--- src/rtl/cmd_fifo_pkg.sv ---
// Shared definitions for the one-bit command FIFO: frame geometry, counter
// sizing, reader FSM states and the decoded word layout.
package cmd_fifo_pkg;

  localparam int unsigned OPCODE_W  = 3;
  localparam int unsigned COMMAND_W = 20;
  localparam int unsigned PAYLOAD_W = OPCODE_W + COMMAND_W;  // 23
  localparam int unsigned FRAME_W   = PAYLOAD_W + 2;         // start + payload + parity
  localparam int unsigned CNT_W     = 5;

  // Bit index of the parity bit within the post-start stream (0-based)
  localparam logic [CNT_W-1:0] PARITY_IDX = CNT_W'(PAYLOAD_W);       // 23
  // Number of post-start bits in a frame; request counter saturates here
  localparam logic [CNT_W-1:0] DATA_BITS  = CNT_W'(PAYLOAD_W + 1);   // 24

  typedef enum logic {
    HUNT = 1'b0,
    DATA = 1'b1
  } state_t;

  typedef struct packed {
    logic [OPCODE_W-1:0]  opcode;
    logic [COMMAND_W-1:0] command;
  } cmd_word_t;

  // Even parity over the payload: the writer appends this bit so that the
  // XOR of payload and parity is zero.
  function automatic logic frame_parity(input logic [PAYLOAD_W-1:0] payload);
    return ^payload;
  endfunction

endpackage

--- src/rtl/fifo_cmd_reader_if.sv ---
// Decoded-command output port: valid/ready handshake carrying opcode,
// command and parity-error flag.
interface fifo_cmd_reader_if;
  import cmd_fifo_pkg::*;

  logic                 cmd_valid;
  logic                 cmd_ready;
  logic [OPCODE_W-1:0]  opcode;
  logic [COMMAND_W-1:0] command;
  logic                 cmd_err;

  // Producer side (the reader)
  modport master (
    output cmd_valid,
    output opcode,
    output command,
    output cmd_err,
    input  cmd_ready
  );

  // Consumer side
  modport slave (
    input  cmd_valid,
    input  opcode,
    input  command,
    input  cmd_err,
    output cmd_ready
  );

endinterface

--- src/rtl/fifo_cmd_reader.sv ---
// Read side of the one-bit command FIFO. Pops serial bits, hunts for the
// start bit, deserialises opcode/command, checks even parity and presents
// the result on a valid/ready port.
module fifo_cmd_reader
  import cmd_fifo_pkg::*;
(
  input  logic              fifo_clk,
  input  logic              fifo_rst_n,
  input  logic              fifo_empty,
  output logic              fifo_req,
  input  logic              fifo_bit,
  fifo_cmd_reader_if.master cmd
);

  state_t               state;
  state_t               state_next;
  logic [CNT_W-1:0]     req_cnt;
  logic [CNT_W-1:0]     req_cnt_next;
  logic [CNT_W-1:0]     rx_cnt;
  logic [CNT_W-1:0]     rx_cnt_next;
  logic [PAYLOAD_W-1:0] shift;
  logic [PAYLOAD_W-1:0] shift_next;
  logic                 par;
  logic                 par_next;
  logic                 in_flight;
  logic                 in_flight_next;
  logic                 valid_q;
  logic                 valid_next;
  cmd_word_t            word_q;
  cmd_word_t            word_next;
  logic                 err_q;
  logic                 err_next;

  // State, counters, shift register and output holding register
  always_ff @(posedge fifo_clk or negedge fifo_rst_n) begin
    if (!fifo_rst_n) begin
      state     <= HUNT;
      req_cnt   <= '0;
      rx_cnt    <= '0;
      shift     <= '0;
      par       <= 1'b0;
      in_flight <= 1'b0;
      valid_q   <= 1'b0;
      word_q    <= '0;
      err_q     <= 1'b0;
    end else begin
      state     <= state_next;
      req_cnt   <= req_cnt_next;
      rx_cnt    <= rx_cnt_next;
      shift     <= shift_next;
      par       <= par_next;
      in_flight <= in_flight_next;
      valid_q   <= valid_next;
      word_q    <= word_next;
      err_q     <= err_next;
    end
  end

  // Read-request generation, bit reception, frame completion and handshake
  always_comb begin
    state_next   = state;
    req_cnt_next = req_cnt;
    rx_cnt_next  = rx_cnt;
    shift_next   = shift;
    par_next     = par;
    valid_next   = valid_q;
    word_next    = word_q;
    err_next     = err_q;
    fifo_req     = 1'b0;

    // HUNT keeps at most one bit outstanding so a start bit is seen before
    // any payload is requested. DATA streams freely, except the parity pop
    // waits until the output register is empty so no frame is overwritten.
    case (state)
      HUNT:    fifo_req = !fifo_empty && !in_flight;
      DATA:    fifo_req = !fifo_empty && (req_cnt < DATA_BITS) &&
                          ((req_cnt != PARITY_IDX) || !valid_q);
      default: fifo_req = 1'b0;
    endcase
    // No pops while reset is held
    fifo_req = fifo_req && fifo_rst_n;

    in_flight_next = fifo_req;

    if (valid_q && cmd.cmd_ready) begin
      valid_next = 1'b0;
    end

    case (state)
      HUNT: begin
        if (in_flight && fifo_bit) begin
          state_next   = DATA;
          rx_cnt_next  = '0;
          req_cnt_next = '0;
          par_next     = 1'b0;
        end
      end
      DATA: begin
        if (fifo_req) begin
          req_cnt_next = req_cnt + CNT_W'(1);
        end
        if (in_flight) begin
          if (rx_cnt == PARITY_IDX) begin
            word_next    = shift;
            err_next     = par ^ fifo_bit;
            valid_next   = 1'b1;
            state_next   = HUNT;
            rx_cnt_next  = '0;
            req_cnt_next = '0;
          end else begin
            shift_next  = {shift[PAYLOAD_W-2:0], fifo_bit};
            par_next    = par ^ fifo_bit;
            rx_cnt_next = rx_cnt + CNT_W'(1);
          end
        end
      end
      default: state_next = HUNT;
    endcase
  end

  assign cmd.cmd_valid = valid_q;
  assign cmd.opcode    = word_q.opcode;
  assign cmd.command   = word_q.command;
  assign cmd.cmd_err   = err_q;

endmodule

--- src/flat_wrapper.sv ---
// flat-port wrapper written by rule: the top's interface ports become plain ports
module fifo_cmd_reader_flat import cmd_fifo_pkg::*;
  (fifo_clk, fifo_rst_n, fifo_empty, fifo_req, fifo_bit, cmd_cmd_valid, cmd_opcode, cmd_command, cmd_cmd_err, cmd_cmd_ready);
  fifo_cmd_reader_if cmd_i ();
  input  logic fifo_clk;
  input  logic fifo_rst_n;
  input  logic fifo_empty;
  output logic fifo_req;
  input  logic fifo_bit;
  output wire logic [$bits(cmd_i.cmd_valid)-1:0] cmd_cmd_valid;
  output wire logic [$bits(cmd_i.opcode)-1:0] cmd_opcode;
  output wire logic [$bits(cmd_i.command)-1:0] cmd_command;
  output wire logic [$bits(cmd_i.cmd_err)-1:0] cmd_cmd_err;
  input wire logic [$bits(cmd_i.cmd_ready)-1:0] cmd_cmd_ready;
  assign cmd_cmd_valid = cmd_i.cmd_valid;
  assign cmd_opcode = cmd_i.opcode;
  assign cmd_command = cmd_i.command;
  assign cmd_cmd_err = cmd_i.cmd_err;
  assign cmd_i.cmd_ready = cmd_cmd_ready;
  fifo_cmd_reader u_core (.fifo_clk(fifo_clk), .fifo_rst_n(fifo_rst_n), .fifo_empty(fifo_empty), .fifo_req(fifo_req), .fifo_bit(fifo_bit), .cmd(cmd_i));
endmodule
--- config.mk ---
export PLATFORM = sky130hd
export DESIGN_NAME = fifo_cmd_reader_flat
export DESIGN_NICKNAME = d
export VERILOG_FILES = /design/src/rtl/cmd_fifo_pkg.sv /design/src/rtl/fifo_cmd_reader_if.sv /design/src/rtl/fifo_cmd_reader.sv /design/src/flat_wrapper.sv
export SDC_FILE = /design/constraint.sdc
export NUM_CORES = 1
export LEC_CHECK = 0
export CELL_PAD_IN_SITES_DETAIL_PLACEMENT = 0
export CELL_PAD_IN_SITES_GLOBAL_PLACEMENT = 1
export CORE_MARGIN = 2
export CORE_UTILIZATION = 45
export DETAILED_ROUTE_END_ITERATION = 12
export GPL_ROUTABILITY_DRIVEN = 0
export GPL_TIMING_DRIVEN = 0
export PLACE_DENSITY_LB_ADDON = 0.3
export SYNTH_ARGS = -nofsm -noshare
export SYNTH_HDL_FRONTEND = slang
export SYNTH_SLANG_ARGS = --single-unit
--- constraint.sdc ---
create_clock -name fifo_clk -period 2.7 [get_ports fifo_clk]
set_clock_uncertainty 0.15 [all_clocks]
set_input_delay 0.405 -clock fifo_clk [delete_from_list [all_inputs] [get_ports fifo_clk]]
set_output_delay 0.405 -clock fifo_clk [all_outputs]
set_load 0.05 [all_outputs]
==> impl_metrics.tcl <==
set metrics [dict create \
    ys_top_cells_by_area "dfrtp_1 59%, mux2_2 13%, mux2_4 9.2%, nand2_1 1.7%, nand3_1 1.2%" \
    syn2layout_area_growth_pct 23.9 \
    synth-edff-count 0 \
    grt_overflow 0 \
    min_period_ps 2510 \
    holdCritPathClass "reg2reg" \
    synth_cell_types 36 \
    syn_area_um2 2610 \
    wirelength_um 4660 \
    synth.avg_cell_area_um2 14.3 \
    numCtsBuffers 9 \
    grt_antenna_before_repair 0 \
    final_nets 233 \
    num_vias 1573 \
    cp_common_cell "buf_2" \
    finalNonFillerCells 303 \
    synth_area_leader_cell "dfrtp_1" \
    setup-violations-final 0 \
    synthMuxAreaShare 0.230 \
    leakagePower_nw 1.48 \
    clock_path_buffers 2 \
    synth_simple_gate_area_frac 0.0696 \
    critPathCaptureType "output pin" \
    fp-row-count 27 \
    synthAdderAreaFrac 0.00960 \
    synth_most_common_cell "dfrtp_1" \
    grt_pass1_wl_um 7880 \
    cp_data_required_time_ps 2140 \
    drtAntennaViolNets 0 \
    finalCoreUtilization 0.583 \
    dp.cells 285 \
    postPlaceCellArea_um2 3010 \
    worstPathArrival_ps 1950 \
    wl_per_cell_um 15.4 \
    synth_nets 189 \
    ys_warn_count 0 \
    grt_pass1_vias 1597 \
    ys_ff_latch 61 \
    hold_viol 0 \
    async_reset_ff_frac 1.00 \
    cts_root_buf "clkbuf_8" \
    worstMarginPinSlew_ps 546 \
    dp_slack_ps -573 \
    io_buffer_count 30 \
    synth-compound-area-share 0.0639 \
    maxCapViolations 0 \
    coreArea_um2 5540 \
    n_antenna_cell 0 \
    syn_inst 182 \
    critPathKind "reg2out" \
    dieWidth_um 80.1 \
    place_hpwl_um 3170 \
    grt_max_degree 33 \
    finalInstanceArea_um2 3230 \
    status "finished, final reports clean" \
    cts_tree "done" \
    period_share 0.928 \
    clock.fmax_ghz 0.399 \
    ios 31 \
    htree_levels 3 \
    post_cts_buffers 0 \
    cp.buffers_inverters 2 \
    worst_slack_ps 194 \
    synth_top_family_by_area "multiplexers" \
    crit_slowest_cell "dfrtp_1" \
    crit_family "buffers and inverters" \
    synth_xor_area_frac 0.00672 \
    gr-usage-all-layers 0.164 \
    slew_headroom 0.632 \
    drive_gt1_frac 0.338 \
    fillCellCount 459 \
    rsz0062_at_grt "no" \
    clock_latency_ps 320 \
    start_util 0.470 \
    first_iter_violations 108 \
    synth_top_flop_cell "dfrtp_1" \
    first_pass_iters 4 \
    path_clk_slew_ps 70 \
    vias_per_cell 5.19 \
    clock-sinks 61 \
    synth_top_area_frac 0.586 \
    max_stage_delay_ps 370 \
    dieArea_um2 6420 \
    critPathLaunchType "register" \
    die_y_um 80.1 \
    synth_common_cells "61 x dfrtp_1, 31 x mux2_2, 16 x mux2_4" \
    critPathMaxFanout 10 \
    power_density_nw_per_um2 953 \
    cp_cell_sequence "buf_2 > nor2b_1 > a311o_1 > nor2_1 > buf_2" \
    ir_worst_vdd_mv 0.737 \
    finalMaxSlewViolations 0 \
    drc 0 \
    synth-seq-area-share 0.586 \
]
==> cells in the final DEF (no fill, tap or decap), types with 2 or more instances in the layout <==
master	count
xnor2_1	2
nor2b_1	2
buf_12	3
clkbuf_8	9
nand2_1	12
nand3_1	6
o21ai_0	3
a31oi_1	3
mux2_4	16
clkdlybuf4s50_1	28
nand4_1	2
nor2_1	5
mux2_2	31
a21oi_1	5
inv_1	2
buf_6	2
o211ai_1	2
buf_2	3
buf_4	3
nor3_1	3
dfrtp_1	61
clkinv_2	4
ha_1	2
a22o_1	3
==> cell families after synthesis <==
| logic type | count (synthesis) |
|---|---|
| adder cells (fa/ha/maj) | 2 |
| buffers and inverters | 10 |
| AND/OR/NAND/NOR | 35 |
| multiplexers | 48 |
| XOR/XNOR | 2 |
| flip-flops | 61 |
| AO/OA/AOI/OAI | 24 |
==> metal layers <==
layer  GRT usage  up-vias  part of all wire
met3      0.0416        7             0.036
met1       0.219      792              0.46
met4      0.0763        0             0.011
li1            -      745                 -
met2       0.250       29              0.49
met5           0        -                 0
==> flip-flops by register name, indices dropped and copies added, names as in the netlist, 3 cells and up <==
signal / count
u_core.shift: 23
u_core.cmd.command: 20
u_core.cmd.opcode: 3
u_core.rx_cnt: 5
u_core.req_cnt: 5
==> per-stage QoR <==
stage,hold slack [ps],power (mW),TNS (ps)
floorplan,-40.6,2.04,0
global placement,337,2.29,-57940
detailed placement,333,2.33,-573
CTS,362,3.12,0
global route,375,3.27,0
finish,352,3.08,0
==> final cells by class <==
type                       count  area [µm²]  area share
buffer                         8        82.6      0.0256
clock buffer                   9         124      0.0384
sequential                    61        1530       0.473
multi-input combinational    111         990       0.306
inverter                       2        7.51     0.00232
timing repair buffer          33         343       0.106
tap                           72        90.1      0.0279
clock inverter                 7        66.3      0.0205
==> where the power goes <==
group | switching, mW | internal [mW]
clock | 0.346 | 0.420
combinational | 0.537 | 0.454
sequential | 0.176 | 1.14
==> worst paths after layout <==
| kind | cells after the start | slack (ps) | from | end |
|---|---|---|---|---|
| worst max-delay path | 5 | 190 | u_core.in_flight$_DFF_PN0_ | fifo_req |
| worst min-delay path | 1 | 350 | u_core.cmd.cmd_valid$_DFF_PN0_ | u_core.cmd.cmd_valid$_DFF_PN0_ |
| worst max register to register | 6 | 660 | u_core.rx_cnt[0]$_DFFE_PN0P_ | u_core.shift[5]$_DFFE_PN0P_ |
| worst min register to register | 1 | 350 | u_core.cmd.cmd_valid$_DFF_PN0_ | u_core.cmd.cmd_valid$_DFF_PN0_ |
| max in group asynchronous | 3 | 1650 | fifo_rst_n | u_core.cmd.opcode[2]$_DFFE_PN0P_ |
| min in group asynchronous | 3 | 550 | fifo_rst_n | u_core.req_cnt[2]$_DFFE_PN0P_ |
==> what timing repair did <==
action                     in CTS  in global routing
gates resized for setup         4                  2
hold endpoints to repair       29                  0
hold buffers                    2                  0
pin swaps                       0                  0
setup endpoints to repair       1                  1
Note: power is estimated with default switching activity, not from simulation.
